===== src/rtl/usb_tx_sched.sv =====
// usb_tx_sched: packet-granular arbiter between token and data TX sources with inter-packet gap and length policing
module usb_tx_sched #(
  parameter int IPG_CYCLES    = 4,
  parameter int MAX_PKT_BYTES = 1027
) (
  input  logic clk,
  input  logic rst,
  input  logic s_to_valid,
  input  logic s_to_sop,
  input  logic s_to_eop,
  output logic s_to_ready,
  output logic m_to_valid,
  input  logic m_to_ready,
  input  logic s_lt_valid,
  input  logic s_lt_sop,
  input  logic s_lt_eop,
  input  logic s_lt_cancle,
  output logic s_lt_ready,
  output logic m_lt_valid,
  output logic m_lt_cancle,
  input  logic m_lt_ready,
  output logic tx_data_on,
  output logic busy,
  output logic pkt_done,
  output logic err_frame,
  output logic err_len
);
  localparam int BW = $clog2(MAX_PKT_BYTES + 1);
  localparam int GW = IPG_CYCLES > 1 ? $clog2(IPG_CYCLES) : 1;
  localparam logic [BW-1:0] MAX_CNT = BW'(MAX_PKT_BYTES);
  localparam logic [GW-1:0] GAP_LOAD = GW'(IPG_CYCLES - 1);

  typedef enum logic [2:0] {IDLE, TOK, DATA, DROP, GAP} state_t;

  state_t state_q, state_d;
  logic grant_to_q, grant_to_d, grant_lt_q, grant_lt_d, tx_data_on_q, tx_data_on_d;
  logic pkt_done_q, pkt_done_d, err_frame_q, err_frame_d, err_len_q, err_len_d;
  logic [GW-1:0] gap_cnt_q, gap_cnt_d;
  logic [BW-1:0] byte_cnt_q, byte_cnt_d;
  logic idle, to_disc, lt_disc, to_fire, lt_fire, at_max, arb;

  assign idle        = state_q == IDLE;
  assign to_disc     = idle && s_to_valid && !s_to_sop;
  assign lt_disc     = idle && s_lt_valid && !s_lt_sop;
  assign at_max      = byte_cnt_q == MAX_CNT;
  assign s_to_ready  = (grant_to_q && m_to_ready) || to_disc;
  assign s_lt_ready  = (grant_lt_q && m_lt_ready) || state_q == DROP || lt_disc;
  assign m_to_valid  = s_to_valid && grant_to_q;
  assign m_lt_valid  = s_lt_valid && grant_lt_q;
  assign m_lt_cancle = grant_lt_q && (s_lt_cancle || at_max);
  assign to_fire     = s_to_valid && s_to_ready;
  assign lt_fire     = s_lt_valid && s_lt_ready;
  assign tx_data_on  = tx_data_on_q;
  assign busy        = !idle;
  assign pkt_done    = pkt_done_q;
  assign err_frame   = err_frame_q;
  assign err_len     = err_len_q;

  always_comb begin
    state_d      = state_q;
    grant_to_d   = grant_to_q;
    grant_lt_d   = grant_lt_q;
    tx_data_on_d = tx_data_on_q;
    gap_cnt_d    = gap_cnt_q;
    byte_cnt_d   = byte_cnt_q;
    pkt_done_d   = 1'b0;
    err_frame_d  = 1'b0;
    err_len_d    = 1'b0;
    arb          = 1'b0;
    case (state_q)
      IDLE: begin
        arb         = 1'b1;
        err_frame_d = to_disc || lt_disc;
      end
      TOK: if (to_fire && s_to_eop) begin
        state_d    = GAP;
        grant_to_d = 1'b0;
        gap_cnt_d  = GAP_LOAD;
        pkt_done_d = 1'b1;
      end
      DATA: if (lt_fire) begin
        byte_cnt_d  = byte_cnt_q + BW'(1);
        err_frame_d = s_lt_sop && byte_cnt_q != '0;
        err_len_d   = at_max;
        if (s_lt_eop || m_lt_cancle) begin
          state_d    = s_lt_eop ? GAP : DROP;
          grant_lt_d = 1'b0;
          gap_cnt_d  = GAP_LOAD;
          pkt_done_d = s_lt_eop && !m_lt_cancle;
        end
      end
      DROP: if (lt_fire && s_lt_eop) begin
        state_d   = GAP;
        gap_cnt_d = GAP_LOAD;
      end
      GAP: begin
        arb       = gap_cnt_q == '0;
        gap_cnt_d = arb ? '0 : gap_cnt_q - GW'(1);
        state_d   = arb ? IDLE : GAP;
      end
      default: state_d = IDLE;
    endcase
    if (arb && s_to_valid && s_to_sop) begin
      state_d      = TOK;
      grant_to_d   = 1'b1;
      tx_data_on_d = 1'b0;
    end else if (arb && s_lt_valid && s_lt_sop) begin
      state_d      = DATA;
      grant_lt_d   = 1'b1;
      tx_data_on_d = 1'b1;
      byte_cnt_d   = '0;
    end
  end

  always_ff @(posedge clk) begin
    if (rst) begin
      state_q      <= IDLE;
      grant_to_q   <= 1'b0;
      grant_lt_q   <= 1'b0;
      tx_data_on_q <= 1'b0;
      gap_cnt_q    <= '0;
      byte_cnt_q   <= '0;
      pkt_done_q   <= 1'b0;
      err_frame_q  <= 1'b0;
      err_len_q    <= 1'b0;
    end else begin
      state_q      <= state_d;
      grant_to_q   <= grant_to_d;
      grant_lt_q   <= grant_lt_d;
      tx_data_on_q <= tx_data_on_d;
      gap_cnt_q    <= gap_cnt_d;
      byte_cnt_q   <= byte_cnt_d;
      pkt_done_q   <= pkt_done_d;
      err_frame_q  <= err_frame_d;
      err_len_q    <= err_len_d;
    end
  end
endmodule


===== config.mk =====
export PLATFORM = sky130hd
export DESIGN_NAME = usb_tx_sched
export DESIGN_NICKNAME = d
export VERILOG_FILES = /design/src/rtl/usb_tx_sched.sv
export SDC_FILE = /design/constraint.sdc
export NUM_CORES = 1
export LEC_CHECK = 0
export CORE_ASPECT_RATIO = 0.5
export CORE_UTILIZATION = 45
export CTS_CLUSTER_SIZE = 12
export DETAILED_ROUTE_END_ITERATION = 10
export PLACE_DENSITY = 0.78
export SETUP_SLACK_MARGIN = 0.3
export SLEW_MARGIN = 15
export SYNTH_ARGS = -nofsm -noshare
export SYNTH_HDL_FRONTEND = slang
export SYNTH_SLANG_ARGS = --single-unit

===== constraint.sdc =====
create_clock -name clk -period 2.4 [get_ports clk]
set_clock_uncertainty 0.15 [all_clocks]
set_input_delay 0.24 -clock clk [delete_from_list [all_inputs] [get_ports clk]]
set_output_delay 0.24 -clock clk [all_outputs]
set_load 0.02 [all_outputs]

Word-level counts from Yosys, hierarchy flattened
Index checks and enable logic that the tools add are counted.
{"block": "totals", "ff_bits": 22, "out_inout_bits": 10, "word_cells": 112}
{"block": "classes", "add_sub_neg": 2, "eq_ne": 19, "n_mux": 34, "n_bitwise": 3, "reduce_logical": 43}
{"op": "$mux W11", "count": 4}
{"op": "$reduce_and A5 Y1", "count": 4}
{"op": "$logic_and A1 B1 Y1", "count": 19}
{"op": "$mux W3", "count": 6}
{"op": "$pmux W3 S5", "count": 1}
{"op": "$mux W1", "count": 13}
{"op": "$mux W2", "count": 6}
{"op": "$ne A4 B4 Y1 const B", "count": 3}
{"op": "$add A11 B1 Y11 const B", "count": 1}
{"op": "$eq A11 B11 Y1 const B", "count": 1}
{"op": "$reduce_bool A11 Y1", "count": 1}
{"op": "$ne A3 B3 Y1 const B", "count": 3}
{"op": "$pmux W2 S4", "count": 1}
{"op": "$eq A3 B2 Y1 const B", "count": 2}
{"op": "$logic_or A1 B1 Y1", "count": 6}
{"op": "$ne A2 B2 Y1 const B", "count": 3}
{"op": "$ne A3 B1 Y1 const B", "count": 2}
{"op": "$pmux W1 S2", "count": 3}
{"op": "$reduce_or A3 Y1", "count": 2}
{"op": "$logic_not A1 Y1", "count": 4}
{"op": "$ne A2 B1 Y1 const B", "count": 2}
{"op": "$ne A4 B1 Y1 const B", "count": 1}
{"op": "$reduce_bool A2 Y1", "count": 2}
{"op": "$reduce_bool A4 Y1", "count": 1}
{"op": "other kinds (8)", "count": 10}

Longest topological paths before layout
Gate-level depths: netlist of run 1.
{"block": "depth", "depth_word": 10, "mapped_depth": 6, "depth_no_buf": 5}

Worst setup path before layout of run 1
Ideal clock, no wire load.
{"block": "synth_path", "kind": "reg-to-output", "startpoint": "reg state_q[0]", "endpoint": "out s_to_ready", "arrival_time_ns": 1.516, "t_required_ns": 2.010, "path_slack_ns": 0.494, "stages_incl_launch_ff": 4, "n_path_buf": 1, "path_cell_list": "dfxtp_1 > clkbuf_1 > or3_1 > o21ai_0"}
{"block": "synth_via", "elab_chain_cells": 4}
{"element": "start, declared", "line_no": "35", "rtl": "state_t state_q, state_d;"}
{"element": "start signal, assigned", "line_no": "127", "rtl": "state_q <= state_d;"}
{"element": "$logic_not A3 Y1", "line_no": "42", "rtl": "assign idle = state_q == IDLE;"}
{"element": "$logic_and A1 B1 Y1 (2 in series)", "line_no": "43", "rtl": "assign to_disc = idle && s_to_valid && !s_to_sop;"}
{"element": "$logic_or A1 B1 Y1", "line_no": "46", "rtl": "assign s_to_ready = (grant_to_q && m_to_ready) || to_disc;"}
{"element": "end, declared", "line_no": "11", "rtl": "output logic s_to_ready,"}
Every way passes these cells.

Final worst setup path of run 1
{"block": "layout_path", "startpoint": "reg state_q[1]", "endpoint": "reg byte_cnt_q[10]"}
{"block": "layout_via", "elab_chain_cells": 9, "elab_cells_between_ends": 18}
{"element": "$logic_not A3 Y1", "line_no": "42, 70"}
{"element": "$logic_and A1 B1 Y1 (2 in series)", "line_no": "44", "rtl": "assign lt_disc = idle && s_lt_valid && !s_lt_sop;"}
{"element": "$logic_or A1 B1 Y1", "line_no": "47", "rtl": "assign s_lt_ready = (grant_lt_q && m_lt_ready) || state_q == DROP || lt_disc;"}
{"element": "$logic_and A1 B1 Y1", "line_no": "52", "rtl": "assign lt_fire = s_lt_valid && s_lt_ready;"}
{"element": "$mux W11", "line_no": "81", "rtl": "DATA: if (lt_fire) begin"}
{"element": "$mux W11", "line_no": "70", "rtl": "case (state_q)"}
{"element": "$mux W11", "line_no": "107", "rtl": "end else if (arb && s_lt_valid && s_lt_sop) begin"}
{"element": "$mux W11 (*)", "line_no": "103", "rtl": "if (arb && s_to_valid && s_to_sop) begin"}
{"element": "end signal, assigned", "line_no": "132", "rtl": "byte_cnt_q <= byte_cnt_d;"}
{"element": "end, declared", "line_no": "39", "rtl": "logic [BW-1:0] byte_cnt_q, byte_cnt_d;"}
Every way passes the cells marked *; elsewhere a longest branch is shown, timed or not.
A chain may end at the register's enable or synchronous reset.

==> flow_metrics.py, run 1 <==
metrics = {
    "routing": {
        "drc": 0,
        "via_per_inst": 5.92,
        "drtIter0Drc": 93,
        "postRouteAntennaNets": 0,
        "wl_per_cell_um": 14.2,
        "first_pass_iters": 4,
        "routed_wl_um": 2990,
        "vias": 1250,
    },
    "floorplan": {
        "initial_core_util": 0.490,
        "fp.dieH_um": 40.1,
        "die_w_um": 78.2,
        "num_rows": 13,
        "fp.coreArea_um2": 2670,
        "die_area_um2": 3140,
        "io_pins": 21,
    },
    "synth": {
        "avgSynthCellArea_um2": 8.60,
        "synthDistinctLibCells": 45,
        "syn_area_um2": 1310,
        "synth-edff-count": 0,
        "yosysWarnings": 0,
        "synth_ff_type": "dfxtp_1",
        "yosysSeqAreaShare": 0.337,
        "ys_async_sr_fraction": 0,
        "netlist_instances": 152,
        "synth_nets": 165,
        "ys_seq_elements": 22,
    },
    "layout": {
        "nFillCells": 233,
        "seqCellArea_um2": 440,
        "synthToLayoutAreaGrowth_pct": 21.7,
        "multiInputGateArea_um2": 798,
        "layout_common_cells": "dfxtp_1, clkdlybuf4s50_1, nor2_1",
        "drive_gt1_frac": 0.115,
        "final_common_cell": "dfxtp_1",
        "num_antenna_cells": 0,
        "nNetsFinal": 189,
    },
    "worst_setup_path": {
        "path_class": "reg -> reg",
        "required_ps": 2440,
        "rrSetupSlack_ps": 360,
        "endpoint_kind": "register",
        "cp-start-kind": "register",
        "r2r-start": "state_q[1]$_SDFFE_PP0P_",
        "r2r_cells": 5,
        "crit_fanout": 10,
        "r2r-end": "byte_cnt_q[10]$_SDFF_PP0_",
        "worstPathArrival_ps": 2080,
    },
    "min_path": {
        "min_from": "tx_data_on$_SDFFE_PP0P_",
        "min_path_type": "reg -> reg",
        "min_delay_worst_endpoint": "tx_data_on$_SDFFE_PP0P_",
        "whs_path_depth": 1,
    },
    "cts": {
        "h-tree-depth": 1,
        "clock_latency_ps": 260,
        "root_buffer": "clkbuf_8",
        "clock_sinks": 22,
        "cts_buffers": 3,
        "cts_tree": "yes",
        "clk_pin_slew_ps": 80,
        "clock_path_buffers": 2,
    },
    "sta": {
        "finalMaxSlewViolations": 0,
        "setup_violations": 0,
        "worstMarginPinSlew_ps": 404,
        "period_share": 0.850,
        "fmax_mhz": 490,
        "hold_viol": 0,
        "slew_headroom": 0.731,
        "rsz0062_at_grt": "false",
        "fin_crit_ps": 2040,
        "fin_tns_setup_ps": 0,
        "whs_ps": 325,
    },
    "grt": {
        "grt_overflow": 0,
        "grt.total_usage": 0.209,
        "grt_pass1_vias": 1097,
        "grt_first_pass_wirelength_um": 4930,
        "antenna_found_initial": 0,
        "grt_start_max_net_pins": 14,
    },
    "place": {
        "dp_hpwl_um": 2220,
        "place_congestion": 0.814,
        "portBuffers": 20,
    },
    "power": {
        "power_frac_clock": 0.286,
        "p_leak_nw": 0.615,
        "comb_power_share": 0.218,
        "ir_drop_v": 0.000227,
        "p_int_w": 0.000572,
        "power_density_nw_per_um2": 499,
        "switching_share": 0.279,
        "seqPwrFrac": 0.495,
        "switchingPower_w": 0.000222,
    },
    "run_status": {
        "outcome": "complete, no violations",
    },
    "flow_run": {
        "cap_violations": 0,
    },
}
[metal layers]
| metal | GRT usage | wire (µm) | vias to the layer above |
|---|---|---|---|
| li1 | - | - | 614 |
| met1 | 0.245 | 1400 | 592 |
| met2 | 0.388 | 1430 | 44 |
| met3 | 0.0614 | 160 | 0 |
| met4 | 0.0648 | 0 | 0 |
| met5 | 0 | 0 | - |
[worst max-delay path, cell delays in order (launching register included)]
cell and delay [ps]:
dfxtp_1 560, buf_4 220, and4b_2 300, nand2_2 80, or4_1 510, a21oi_1 150
[synth_stat cells, types with 2 or more instances]
cell type,count,area (µm²)
buf_2,2,10.0
nand2b_1,3,18.8
o21ai_0,5,25.0
nor2_1,14,52.6
ha_1,2,25.0
and4_1,2,17.5
nand3_1,5,25.0
o211ai_1,2,15.0
nand3b_1,3,22.5
nor3_1,2,10.0
a21oi_1,12,60.1
and3_1,2,12.5
xnor2_1,3,26.3
buf_6,3,33.8
dfxtp_1,22,440
nor4_4,2,42.5
nor4_1,3,18.8
o31ai_1,3,22.5
or3_1,4,25.0
xor2_1,5,43.8
nand2_1,11,41.3
inv_1,3,11.3
a41oi_1,3,26.3
clkbuf_1,4,15.0
and2_1,2,12.5
a21o_1,2,15.0
nand4b_1,2,17.5
and4b_1,2,20.0
nand4_1,8,50.1
[worst max path at each step]
stage                                   from                        end  slack, ps
detailed placement                s_lt_valid                 s_lt_ready        160
floorplan            state_q[0]$_SDFFE_PP0P_                 s_to_ready        490
global placement                  s_lt_valid                 s_lt_ready        210
global route        byte_cnt_q[4]$_SDFF_PP0_                m_lt_cancle        300
finish               state_q[1]$_SDFFE_PP0P_  byte_cnt_q[10]$_SDFF_PP0_        360
CTS                 byte_cnt_q[3]$_SDFF_PP0_                m_lt_cancle        320
[power by group through the flow]
stage / Clock [W] / Combinational [W] / Sequential, W
finish: 0.000227 / 0.000173 / 0.000393
global route: 0.000245 / 0.000190 / 0.000395
CTS: 0.000232 / 0.000173 / 0.000393
detailed placement: 0 / 0.000176 / 0.000401
global placement: 0 / 0.000175 / 0.000401
floorplan: 0 / 0.000107 / 0.000400
[registers in the layout, summed over array words and instances (netlist names)]
register,count
err_frame,1
tx_data_on,1
grant_lt_q,1
state_q,3
err_len,1
pkt_done,1
grant_to_q,1
byte_cnt_q,11
gap_cnt_q,2
[cell families (layout without fill, tap and decap cells)]
kind of cell,Yosys count,count (layout),synth area share
flops,22,22,0.337
simple gates,73,73,0.362
fa+ha+maj,2,2,0.0191
compound gates,34,34,0.167
mux,1,1,0.00766
buf+inv,12,34,0.0536
xor+xnor,8,8,0.0536
[area by class of cell]
class / count / area share
inverter: 3 / 0.00708
multi-input combinational: 118 / 0.502
sequential: 22 / 0.277
tap: 37 / 0.0291
clock buffer: 3 / 0.0259
timing repair buffer: 28 / 0.160
[what timing repair did]
item / in CTS / in global routing
pin swaps: 0 / 3
resized for setup: 4 / 4
endpoints found under the setup margin: 3 / 2
buffers inserted: 0 / 0
hold buffers: 0 / 0
hold endpoints to repair: 0 / 0
[metrics by stage]
stage | cell area [µm²] | total power, W | setup WS (ps) | cells | utilization
final | 1590 | 0.000794 | 360 | 211 | 0.597
after global routing | 1590 | 0.000831 | 300 | 211 | 0.597
after CTS | 1590 | 0.000797 | 320 | 211 | 0.598
after detailed placement | 1560 | 0.000578 | 155 | 208 | 0.583
after global placement | 1560 | 0.000576 | 213 | 208 | 0.583
after floorplan | 1310 | 0.000508 | 494 | 152 | -
Power figures use the tool's default switching activity.
==> inputs of run 2 (changes only) <==
- ABC_CLOCK_PERIOD_IN_PS: unset -> 2400
- MAX_ROUTING_LAYER: unset -> met4
==> run 2 against run 1 <==
Compared with the run above: non-clock buffer count stayed put; routed wire length is 0.30% lower; sequential cell count stayed put; sequential share of layout area stayed put; worst setup slack worse by 4.4 ps; power hardly changed; highest routed layer is now met4; combinational power hardly changed; clock power hardly changed; design area stayed put; critical endpoint unchanged; sequential power hardly changed; utilization stayed put; critical path type unchanged.
==> flow_metrics.py, run 2 (synthesized netlist as in run 1, its figures left out) <==
metrics = {
    "run_status": {
        "outcome": "complete, no violations",
    },
    "sta": {
        "finalMaxSlewViolations": 0,
        "fin_ws_ps": 355,
        "fmax_mhz": 489,
        "slew_headroom": 0.732,
        "fin_crit_ps": 2040,
        "worstMarginPinSlew_ps": 402,
        "setup_violations": 0,
        "period_share": 0.852,
        "hold_viol": 0,
        "rsz0062_at_grt": "false",
        "fin_tns_setup_ps": 0,
    },
    "floorplan": {
        "fp.coreArea_um2": 2670,
        "die_area_um2": 3140,
        "fp.dieH_um": 40.1,
        "io_pins": 21,
        "die_w_um": 78.2,
        "num_rows": 13,
        "initial_core_util": 0.490,
    },
    "worst_setup_path": {
        "required_ps": 2440,
        "slowest_delay_ps": 560,
        "crit_fanout": 10,
        "worstSetupPathDepth": 5,
        "critical-path-top-delay-family": "simple AND/OR/NAND/NOR gates",
        "r2r_cells": 5,
        "crit_buf_inv": 1,
        "critical-path-slowest-cell": "dfxtp_1",
        "path_class": "reg -> reg",
        "worstPathArrival_ps": 2090,
        "crit_chain": "buf_4, and4b_2, nand2_2, or4_1, a21oi_1",
        "cp-start-kind": "register",
        "endpoint_kind": "register",
    },
    "cts": {
        "cts_tree": "yes",
        "clk_pin_slew_ps": 70,
        "clock_latency_ps": 260,
        "clock_path_buffers": 2,
        "cts_hold_buf": 0,
        "root_buffer": "clkbuf_8",
        "h-tree-depth": 1,
        "cts_buffers": 3,
        "clock_sinks": 22,
    },
    "grt": {
        "grt_first_pass_wirelength_um": 4930,
        "antenna_found_initial": 0,
        "grt_overflow": 0,
        "grt.total_usage": 0.216,
        "grt_pass1_vias": 1093,
        "grt_start_max_net_pins": 14,
    },
    "routing": {
        "wl_per_cell_um": 14.1,
        "postRouteAntennaNets": 0,
        "first_pass_iters": 4,
        "vias": 1234,
        "drc": 0,
        "via_per_inst": 5.85,
        "routed_wl_um": 2980,
        "drtIter0Drc": 75,
    },
    "min_path": {
        "min_path_type": "reg -> reg",
        "whs_path_depth": 1,
    },
    "layout": {
        "layout_common_cells": "dfxtp_1, clkdlybuf4s50_1, nor2_1",
        "largest-register": "byte_cnt_q",
        "synthToLayoutAreaGrowth_pct": 21.7,
        "nFillCells": 233,
        "num_antenna_cells": 0,
        "nNetsFinal": 189,
        "final_common_cell": "dfxtp_1",
        "largest_reg_flops": 11,
        "design_area_um2": 1590,
        "drive_gt1_frac": 0.115,
        "top_regs": "byte_cnt_q: 11 flops, state_q: 3 flops, gap_cnt_q: 2 flops",
    },
    "power": {
        "power_density_nw_per_um2": 499,
        "p_leak_nw": 0.615,
        "ir_drop_v": 0.000227,
        "totalPowerFinal_w": 0.000794,
    },
    "place": {
        "portBuffers": 20,
        "placed_cell_area_um2": 1560,
        "place_ws_ps": 155,
        "dp_hpwl_um": 2220,
        "place_congestion": 0.826,
    },
    "flow_run": {
        "cap_violations": 0,
    },
}
[run 2: cell counts in the layout (fill, tap and decap cells not counted)]
Identical to the previous run, type by type.
[run 2: layer usage]
| metal | global-route usage | routed length [µm] | share of wire |
|---|---|---|---|
| met3 | 0.0614 | 151 | 0.051 |
| met5 | - | 0 | 0 |
| met2 | 0.388 | 1400 | 0.47 |
| met4 | 0.0648 | 14 | 0.0047 |
| met1 | 0.245 | 1410 | 0.47 |
[run 2: worst register-to-register path, delay by kind of cell, from the launching register on]
kind	cells	cell delay (ps)
AND/OR/NAND/NOR	3	900
flip-flops	1	560
AO/OA/AOI/OAI	1	160
buffers and inverters	1	220
[run 2: where the power goes]
group	internal (W)	total [W]	switching (W)
Clock	0.000112	0.000228	0.000116
Combinational	0.0000806	0.000173	0.0000921
Sequential	0.000380	0.000393	0.0000134
Total	0.000573	0.000794	0.000222
[run 2: what timing repair did]
| item | 4_1_cts | 5_1_grt |
|---|---|---|
| setup buffers | 0 | 0 |
| gates resized for setup | 4 | 4 |
| setup endpoints to repair | 3 | 2 |
| pin swaps | 0 | 3 |
[run 2: metrics by stage]
step | hold WS, ps | utilization | std cells
after floorplan | 263 | - | 152
after global placement | 301 | 0.583 | 208
after detailed placement | 311 | 0.583 | 208
after CTS | 328 | 0.598 | 211
after global routing | 338 | 0.597 | 211
final | 325 | 0.597 | 211
[run 2: cell type report]
| class | instances | area (µm²) | area share |
|---|---|---|---|
| multi-input combinational | 118 | 798 | 0.502 |
| sequential | 22 | 440 | 0.277 |
| tap | 37 | 46.3 | 0.0291 |
| timing repair buffer | 28 | 254 | 0.160 |
| inverter | 3 | 11.3 | 0.00708 |
| clock buffer | 3 | 41.3 | 0.0259 |
[run 2: path summary, 6_finish.rpt]
check / endpoint / start / slack, ps
worst max-delay path: byte_cnt_q[10]$_SDFF_PP0_ / state_q[1]$_SDFFE_PP0P_ / 360
worst min register to register: tx_data_on$_SDFFE_PP0P_ / tx_data_on$_SDFFE_PP0P_ / 330
worst min-delay path: tx_data_on$_SDFFE_PP0P_ / tx_data_on$_SDFFE_PP0P_ / 330
worst max register to register: byte_cnt_q[10]$_SDFF_PP0_ / state_q[1]$_SDFFE_PP0P_ / 360
